## src/rtl/serial_adder.sv

```systemverilog
// Bit-serial WIDTH-bit adder: one full-adder bit per clock, LSB first, with a
// valid/ready handshake on both the operand and result sides.

module half_adder (
  input  logic x_i,
  input  logic y_i,
  output logic c_o,
  output logic s_o
);
  assign s_o = x_i ^ y_i;
  assign c_o = x_i & y_i;
endmodule

module or_gate (
  input  logic a_i,
  input  logic b_i,
  output logic y_o
);
  assign y_o = a_i | b_i;
endmodule

module serial_adder #(
  parameter int WIDTH = 8
) (
  input  logic             clk,
  input  logic             rst_n,
  input  logic             in_valid,
  output logic             in_ready,
  input  logic [WIDTH-1:0] a,
  input  logic [WIDTH-1:0] b,
  output logic             out_valid,
  input  logic             out_ready,
  output logic [WIDTH-1:0] sum,
  output logic             c_out
);

  localparam int CNT_W = $clog2(WIDTH + 1);

  typedef enum logic [1:0] {
    S_IDLE,
    S_RUN,
    S_DONE
  } state_e;

  state_e             state_q, state_d;
  logic [WIDTH-1:0]   a_sh_q, a_sh_d;
  logic [WIDTH-1:0]   b_sh_q, b_sh_d;
  logic [WIDTH-1:0]   sum_sh_q, sum_sh_d;
  logic [WIDTH-1:0]   sum_q, sum_d;
  logic               carry_q, carry_d;
  logic               c_out_q, c_out_d;
  logic [CNT_W-1:0]   cnt_q, cnt_d;

  logic               ha0_c, ha0_s;
  logic               ha1_c, fa_s, fa_c;
  logic [WIDTH-1:0]   sum_shift;
  logic               last_bit;

  half_adder u_ha0 (
    .x_i (a_sh_q[0]),
    .y_i (b_sh_q[0]),
    .c_o (ha0_c),
    .s_o (ha0_s)
  );

  half_adder u_ha1 (
    .x_i (ha0_s),
    .y_i (carry_q),
    .c_o (ha1_c),
    .s_o (fa_s)
  );

  or_gate u_or (
    .a_i (ha0_c),
    .b_i (ha1_c),
    .y_o (fa_c)
  );

  // New sum bit enters at the MSB; after WIDTH shifts bit 0 holds the LSB.
  assign sum_shift = (sum_sh_q >> 1) | (WIDTH'(fa_s) << (WIDTH - 1));
  assign last_bit  = (cnt_q == CNT_W'(WIDTH - 1));

  always_ff @(posedge clk) begin
    if (!rst_n) begin
      state_q  <= S_IDLE;
      a_sh_q   <= '0;
      b_sh_q   <= '0;
      sum_sh_q <= '0;
      sum_q    <= '0;
      carry_q  <= 1'b0;
      c_out_q  <= 1'b0;
      cnt_q    <= '0;
    end else begin
      state_q  <= state_d;
      a_sh_q   <= a_sh_d;
      b_sh_q   <= b_sh_d;
      sum_sh_q <= sum_sh_d;
      sum_q    <= sum_d;
      carry_q  <= carry_d;
      c_out_q  <= c_out_d;
      cnt_q    <= cnt_d;
    end
  end

  always_comb begin
    state_d  = state_q;
    a_sh_d   = a_sh_q;
    b_sh_d   = b_sh_q;
    sum_sh_d = sum_sh_q;
    sum_d    = sum_q;
    carry_d  = carry_q;
    c_out_d  = c_out_q;
    cnt_d    = cnt_q;
    case (state_q)
      S_IDLE: begin
        if (in_valid && in_ready) begin
          a_sh_d   = a;
          b_sh_d   = b;
          sum_sh_d = '0;
          carry_d  = 1'b0;
          cnt_d    = '0;
          state_d  = S_RUN;
        end
      end
      S_RUN: begin
        a_sh_d   = a_sh_q >> 1;
        b_sh_d   = b_sh_q >> 1;
        sum_sh_d = sum_shift;
        carry_d  = fa_c;
        cnt_d    = cnt_q + CNT_W'(1);
        // Published result registers only change on the final bit edge.
        if (last_bit) begin
          sum_d   = sum_shift;
          c_out_d = fa_c;
          state_d = S_DONE;
        end
      end
      S_DONE: begin
        if (out_ready) begin
          state_d = S_IDLE;
        end
      end
      default: begin
        state_d = S_IDLE;
      end
    endcase
  end

  assign in_ready  = rst_n & (state_q == S_IDLE);
  assign out_valid = (state_q == S_DONE);
  assign sum       = sum_q;
  assign c_out     = c_out_q;

endmodule

```

## config.mk

```make
export PLATFORM = sky130hd
export DESIGN_NAME = serial_adder
export DESIGN_NICKNAME = d
export VERILOG_FILES = /design/src/rtl/serial_adder.sv
export SDC_FILE = /design/constraint.sdc
export NUM_CORES = 1
export LEC_CHECK = 0
export CORE_UTILIZATION = 56
export DETAILED_ROUTE_END_ITERATION = 8
export PLACE_DENSITY = 0.94
export SLEW_MARGIN = 20
export SYNTH_ARGS = -nofsm -noshare
export SYNTH_HDL_FRONTEND = slang
export SYNTH_SLANG_ARGS = --single-unit
```

## constraint.sdc

```tcl
create_clock -name clk -period 3.1 [get_ports clk]
set_clock_uncertainty 0.05 [all_clocks]
set_input_delay 0.31 -clock clk [delete_from_list [all_inputs] [get_ports clk]]
set_output_delay 0.31 -clock clk [all_outputs]
set_load 0.05 [all_outputs]
```

==> impl_metrics.toml, run 1 <==
[floorplanning]
die_area_um2 = 3390
ios = 31
coreArea_um2 = 3030
start_util_pct = 58.5
num_rows = 20
dieWidth_um = 58.2
die_height_um = 58.2

[route]
drtAntennaViolNets = 0
drtPass1Iterations = 4
via_per_inst = 5.44
drt-initial-drc-count = 76
drcViolationCount = 0
routedWlPerCell_um = 12.7
vias = 1383
wirelength_mm = 3.23

[yosys]
ys_warn_count = 0
synthTopCellsByArea = "dfxtp_1 44%, nor2b_1 9.9%, o221a_2 8.9%, mux2i_1 5.7%, nand2_1 4.5%"
seq_area_frac_synth_pct = 44.1
yosys.area.top_type = "dfxtp_1"
synth_cells = 188
synth_nets = 210
syn_avg_cell_area_um2 = 9.42
netlist_area_um2 = 1770
synth_top_area_share_pct = 44.1
synth.distinct_cells = 29
synth.ff_latch_count = 39

[place]
port_buffers = 30
placed_cells = 248
dp_hpwl_mm = 2.12
placed_area_um2 = 2060
place.gp.congestion = 0.751

[timing]
rsz0062_at_grt = "false"
fin_crit_sh_pct = 66.8
setup_violations = 0
slew_headroom_pct = 61.0
holdWs_ps = 414
fin_setup_tns_ps = 0
fmax_mhz = 483
report.final.slew_viol_count = 0
period_minus_slack_ps = 2070
hold_viol_final = 0
tightestPinTransition_ps = 585

[setup_path]
rr_worst_depth = 3
r2r_setup_slack_ps = 1240
critPathArrivalTime_ps = 1710
cp-start-kind = "register"
cp-startpoint = "state_q[0]"
cp-end-kind = "output port"
r2r_start = "state_q[0]"
worstSetupEndpoint = "out_valid"
crit_type = "reg -> out"
crit_fanout = 10
rr_endpoint = "sum[6]"
worstPathRequired_ps = 2740

[pwr]
vdd_drop_max_mv = 0.342
combPwrFrac_pct = 14.4
p_switching_uw = 221
leakagePower_uw = 0.000748
swShare_pct = 24.7
p_seq_share_pct = 60.1
clock_power_share_pct = 25.5
p_int_uw = 673
powerDensity_nw_per_um2 = 425

[global_route]
antenna_found_initial = 0
grt_pass1_wl_mm = 5.38
grt_pass1_vias = 1189
overflow = 0
grt_max_degree = 52
gr-usage-all-layers_pct = 20.8

[clocking]
cts_hold_buffers = 0
insertion_delay_ps = 340
clk_path_buf_depth = 2
cts.sinks = 39
cts-resized-gates = 0
clk_pin_slew_ps = 110
cts_tree = "built"
h-tree-depth = 2
post_cts_buffers = 0
numCtsBuffers = 5
cts_root_buffer = "clkbuf_4"

[min_path]
holdPathStages = 2
hp-class = "reg -> reg"

[cells_and_area]
syn_to_final_growth_pct = 18.8
nNetsFinal = 233
layout_commonest_cell = "dfxtp_1"
layout_common_cells = "39 x dfxtp_1, 29 x clkdlybuf4s50_1, 28 x nor2b_1, 21 x nand2_1, 16 x nor2_1"
num_antenna_cells = 0
design_area_um2 = 2100
instances_no_fill = 254
drive_above_1_share_pct = 12.9

[job]
cap_violations = 0

[run_status]
status = "finished clean"
[per-stage QoR]
step / total power (µW) / worst slack, ps / utilization, %
after floorplan: 636 / 1410 / -
after global placement: 674 / 1190 / 68.1
after detailed placement: 677 / 1170 / 68.1
after CTS: 901 / 1010 / 69.5
after global routing: 932 / 921 / 69.5
final: 894 / 1030 / 69.5
[power by group through the flow]
stage / logic (µW) / clock network (µW) / registers (µW)
2_1_floorplan: 93.1 / 0 / 543
3_3_place_gp: 127 / 0 / 547
3_5_place_dp: 129 / 0 / 548
4_1_cts: 129 / 234 / 537
5_1_grt: 142 / 249 / 541
6_report: 129 / 228 / 537
[flip-flops by register name, summed over array words and instances (netlist names)]
name,flops
cnt_q,4
sum_sh_q,7
carry_q,1
sum,8
b_sh_q,8
a_sh_q,8
c_out,1
state_q,2
[area by class of cell]
| class | instances | area [µm²] |
|---|---|---|
| sequential | 39 | 781 |
| multi-input combinational | 131 | 886 |
| clock buffer | 6 | 41.3 |
| timing repair buffer | 34 | 340 |
| fill | 244 | 925 |
| tap | 44 | 55.1 |
[cell families (layout without fill, tap and decap cells)]
logic type                 count (synthesis)  count (layout)  share of synthesized area [%]
adders and majority gates                  2               2                           1.84
and+or+nand+nor                           75              75                           22.0
buffers and inverters                     18              40                           5.87
muxes                                     10              10                           5.65
AOI/OAI and AO/OA                         44              44                           20.6
DFF                                       39              39                           44.1
[layer usage]
layer / vias to the layer above / part of all wire [%] / GRT usage, %
met4: 0 / 0.77 / 7.14
met2: 38 / 47 / 30.7
met3: 4 / 4.8 / 7.37
met1: 633 / 47 / 28.3
met5: - / 0 / 0
li1: 708 / - / -
[how the worst min path moves through the flow]
stage	end	slack [ps]	start
after floorplan	sum[0]	390	sum_sh_q[1]
after detailed placement	c_out	400	c_out
after global routing	sum[0]	440	sum[0]
final	sum[2]	410	sum[2]
after CTS	sum[2]	420	sum[2]
after global placement	sum[2]	390	sum[2]
[cells in the mapped netlist (all sizes together)]
| cell | instances |
|---|---|
| dfxtp | 39 |
| nor2b | 29 |
| nand2 | 21 |
| nor2 | 17 |
| a21oi | 14 |
| o221a | 14 |
| buf | 11 |
| mux2i | 10 |
| a22oi | 9 |
| clkbuf | 7 |
| a32oi | 2 |
| nand3 | 2 |
| a21boi | 1 |
| and2 | 1 |
| and3 | 1 |
| and4b | 1 |
| fa | 1 |
| ha | 1 |
| nand3b | 1 |
| nand4 | 1 |
| nand4b | 1 |
| o211ai | 1 |
| o21a | 1 |
| o21bai | 1 |
| o32a | 1 |
[worst max-delay path: stages (launching register included)]
cell and delay (ps):
dfxtp_1 400, nor2b_1 160, clkdlybuf4s50_1 810
Note: power is estimated with default switching activity, not from simulation.
==> inputs of run 2 (changes only) <==
- CORE_UTILIZATION: 56 -> 52
- PLACE_DENSITY: 0.94 -> 0.89
- clock period: 3.1 -> 2.1 ns (I/O delays scaled with it)
==> impl_metrics.toml, run 2 (synthesized netlist as in run 1, its figures left out) <==
[setup_path]
slowest_stage = "clkdlybuf4s50_1"
worstPathRequired_ps = 1840
path_cells = "clkdlybuf4s50_1"
critPathArrivalTime_ps = 1510
cp-end-kind = "output port"
cp-start-kind = "register"
crit_fanout = 2
crit_family = "buffers and inverters"
cp.buffers_inverters = 1
cpPeakStageDelay_ps = 810
crit_type = "reg -> out"

[clocking]
cts_hold_buffers = 0
cts_tree = "built"
clk_path_buf_depth = 2
cts_root_buffer = "clkbuf_4"
cts-resized-gates = 0
insertion_delay_ps = 350
clk_pin_slew_ps = 100
h-tree-depth = 2
cts.sinks = 39
post_cts_buffers = 0
numCtsBuffers = 5

[timing]
period_minus_slack_ps = 1770
fmax_mhz = 565
rsz0062_at_grt = "false"
setup_slack_ps = 329
report.final.slew_viol_count = 0
hold_viol_final = 0
fin_setup_tns_ps = 0
slew_headroom_pct = 60.9
tightestPinTransition_ps = 586
fin_crit_sh_pct = 84.3
setup_violations = 0

[run_status]
status = "finished clean"

[global_route]
grt_max_degree = 37
grt_pass1_wl_mm = 5.85
overflow = 0
gr-usage-all-layers_pct = 22.0
grt_pass1_vias = 1304
antenna_found_initial = 0

[cells_and_area]
drive_above_1_share_pct = 14.1
syn_to_final_growth_pct = 19.6
instances_no_fill = 257
layout_commonest_cell = "dfxtp_1"
fillers = 263
seqCellArea_um2 = 781
num_antenna_cells = 0
multi_input_area_um2 = 886
layout_common_cells = "39 x dfxtp_1, 28 x nor2b_1, 28 x clkdlybuf4s50_1, 21 x nand2_1, 16 x nor2_1"
nNetsFinal = 234

[route]
vias = 1428
drtPass1Iterations = 4
drtAntennaViolNets = 0
drcViolationCount = 0
drt-initial-drc-count = 85
routedWlPerCell_um = 13.7
via_per_inst = 5.56
wirelength_mm = 3.52

[place]
dp_hpwl_mm = 2.41
port_buffers = 30
place.gp.congestion = 0.866
placed_cells = 249
pre_cts_ws_ps = 272

[floorplanning]
num_rows = 20
start_util_pct = 56.2
die_height_um = 60.4
dieWidth_um = 60.4
die_area_um2 = 3640
ios = 31
coreArea_um2 = 3150

[min_path]
hp-class = "reg -> reg"

[job]
cap_violations = 0

[pwr]
powerDensity_nw_per_um2 = 640
vdd_drop_max_mv = 0.347
leakagePower_uw = 0.000760
## run 2: changes by cell type in the layout (fill, tap and decap cells not counted)
cell / change
buf_4: +2
clkbuf_1: +1
clkdlybuf4s50_1: -1
clkinv_2: +1
## run 2: layer usage
layer	wire, µm	GRT usage, %	up-vias
li1	-	-	713
met1	1610	28.0	680
met2	1710	34.9	29
met3	138	5.76	6
met4	66	10.6	0
met5	0	0	-
## run 2: worst paths after layout
kind | start | end | slack (ps) | depth (start not counted)
setup reg to reg | state_q[0] | sum[2] | 420 | 3
hold / removal | sum[4] | sum[4] | 420 | 2
hold reg to reg | sum[4] | sum[4] | 420 | 2
setup / recovery | c_out | c_out | 330 | 1
## run 2: area by class of cell
cell class	count	area share, %
Multi-Input combinational cell	131	41.8
Sequential cell	39	36.9
Clock buffer	7	2.13
Clock inverter	1	0.236
Tap cell	44	2.60
Timing Repair Buffer	35	16.3
## run 2: power by group
group	internal, µW	switching [µW]
Combinational	104	90.8
Clock	131	239
Sequential	771	20.6
Total	1010	350
## run 2: through the flow
step	hold slack (ps)	instance area [µm²]	utilization (%)	total power, µW
after floorplan	354	1770	-	939
after global placement	391	2070	65.6	993
after detailed placement	403	2070	65.6	1000
after CTS	420	2120	67.1	1360
after global routing	450	2120	67.1	1410
final	416	2120	67.1	1360
## run 2: worst min-delay path, stage by stage (launching register included)
cell     delay, ps
dfxtp_1        320
nand2_1         50
mux2i_1         50
==> inputs of run 3 (changes only) <==
- clock period: 2.1 -> 1.63 ns (I/O delays scaled with it)
==> impl_metrics.toml, run 3 (synthesized netlist as in run 1, its figures left out) <==
[timing]
slew_headroom_pct = 75.8
tightestPinTransition_ps = 362
setup_slack_ps = 87.4
hold_viol_final = 0
rsz0062_at_grt = "false"
period_minus_slack_ps = 1540
fmax_mhz = 648
fin_crit_sh_pct = 94.6
setup_violations = 0
fin_setup_tns_ps = 0
report.final.slew_viol_count = 0

[clocking]
cts_tree = "built"
post_cts_buffers = 0
insertion_delay_ps = 340
clk_pin_slew_ps = 110
h-tree-depth = 2
cts.sinks = 39
clk_path_buf_depth = 2
numCtsBuffers = 5
cts_root_buffer = "clkbuf_4"

[job]
cap_violations = 0

[cells_and_area]
layout_commonest_cell = "dfxtp_1"
nNetsFinal = 238
syn_to_final_growth_pct = 23.8
num_antenna_cells = 0
layout_common_cells = "38 x dfxtp_1, 27 x nor2b_1, 21 x nand2_1, 19 x clkdlybuf4s50_1, 17 x buf_4"
fillers = 244
drive_above_1_share_pct = 21.8

[setup_path]
rr_worst_depth = 4
cp-end-kind = "output port"
path_cells = "buf_4, nor2_4, and2_4, buf_12"
crit_type = "reg -> out"
critPathArrivalTime_ps = 1330
crit_family = "flip-flops"
cpPeakStageDelay_ps = 390
cp.buffers_inverters = 2
slowest_stage = "dfxtp_4"
r2r_setup_slack_ps = 120
worstPathRequired_ps = 1420
r2r_start = "cnt_q[0]"
crit_fanout = 7
rr_endpoint = "sum[5]"
cp.depth = 4
cp-start-kind = "register"

[route]
routedWlPerCell_um = 13.9
via_per_inst = 5.51
wirelength_mm = 3.62
drt-initial-drc-count = 109
drtAntennaViolNets = 0
drcViolationCount = 0
vias = 1433
drtPass1Iterations = 4

[pwr]
p_seq_share_pct = 53.5
powerDensity_nw_per_um2 = 869
clock_power_share_pct = 32.5
leakagePower_uw = 0.000822
combPwrFrac_pct = 14.1
p_int_uw = 1450
p_switching_uw = 452
vdd_drop_max_mv = 0.477
swShare_pct = 23.7
report.power.total_uw = 1900

[place]
pre_cts_ws_ps = -19.5
place.gp.congestion = 0.744
port_buffers = 30
dp_hpwl_mm = 2.52

[min_path]
holdPathStages = 2
hold_start = "sum[4]"
hold_end = "sum[4]"
hp-class = "reg -> reg"

[global_route]
antenna_found_initial = 0
grt_max_degree = 37
grt_pass1_wl_mm = 5.60
grt_pass1_vias = 1250
gr-usage-all-layers_pct = 21.3
overflow = 0

[floorplanning]
start_util_pct = 56.2
dieWidth_um = 60.4
die_height_um = 60.4
coreArea_um2 = 3150
die_area_um2 = 3640
ios = 31
num_rows = 20

[run_status]
status = "finished clean"
[run 3: how the worst max path moves through the flow]
stage | startpoint | endpoint | slack, ps
after floorplan | state_q[1] | state_q[1] | 220
after global placement | in_valid | a_sh_q[3] | 100
after detailed placement | in_valid | b_sh_q[1] | -20
after CTS | state_q[1] | in_ready | 8
after global routing | cnt_q[0] | sum[3] | 7
final | state_q[1] | in_ready | 90
[run 3: metal layers]
layer  up-vias  GRT usage, %  wire [µm]
met1       682          26.5       1640
li1        715             -          -
met2        29          33.4       1750
met5         -             0          0
met3         7          7.46        174
met4         0          9.30         58
[run 3: area by class of cell]
cell class | count | area [µm²] | area share, %
Multi-Input combinational cell | 131 | 903 | 41.2
Sequential cell | 39 | 785 | 35.8
Tap cell | 44 | 55.1 | 2.51
Timing Repair Buffer | 39 | 378 | 17.2
Clock inverter | 1 | 30.0 | 1.37
Clock buffer | 6 | 41.3 | 1.88
[run 3: stage by stage]
step | hold WS [ps] | std cells | instance area, µm² | util [%]
3_3_place_gp | 393 | 253 | 2100 | 66.7
5_1_grt | 436 | 260 | 2190 | 69.5
6_report | 418 | 260 | 2190 | 69.5
2_1_floorplan | 307 | 188 | 1770 | -
3_5_place_dp | 397 | 253 | 2100 | 66.7
4_1_cts | 421 | 260 | 2180 | 69.0
[run 3: worst reg2reg max path: stages (launching register included)]
cell and delay (ps):
dfxtp_1 390, ha_1 230, and4b_1 340, buf_4 230, mux2i_1 200
[run 3: power by group through the flow]
stage                     Clock [µW]  Sequential, µW  Combinational, µW
after floorplan                    0            1030                177
after global placement             0            1040                250
after detailed placement           0            1040                262
after CTS                        626            1020                265
after global routing             665            1020                290
final                            618            1020                268
[run 3: repair_timing]
action / in CTS / in global routing
endpoints found under the setup margin: 1 / 8
endpoints found under the hold margin: 0 / 0
hold buffers: 0 / 0
resized for setup: 2 / 4
gates cloned: 0 / 0
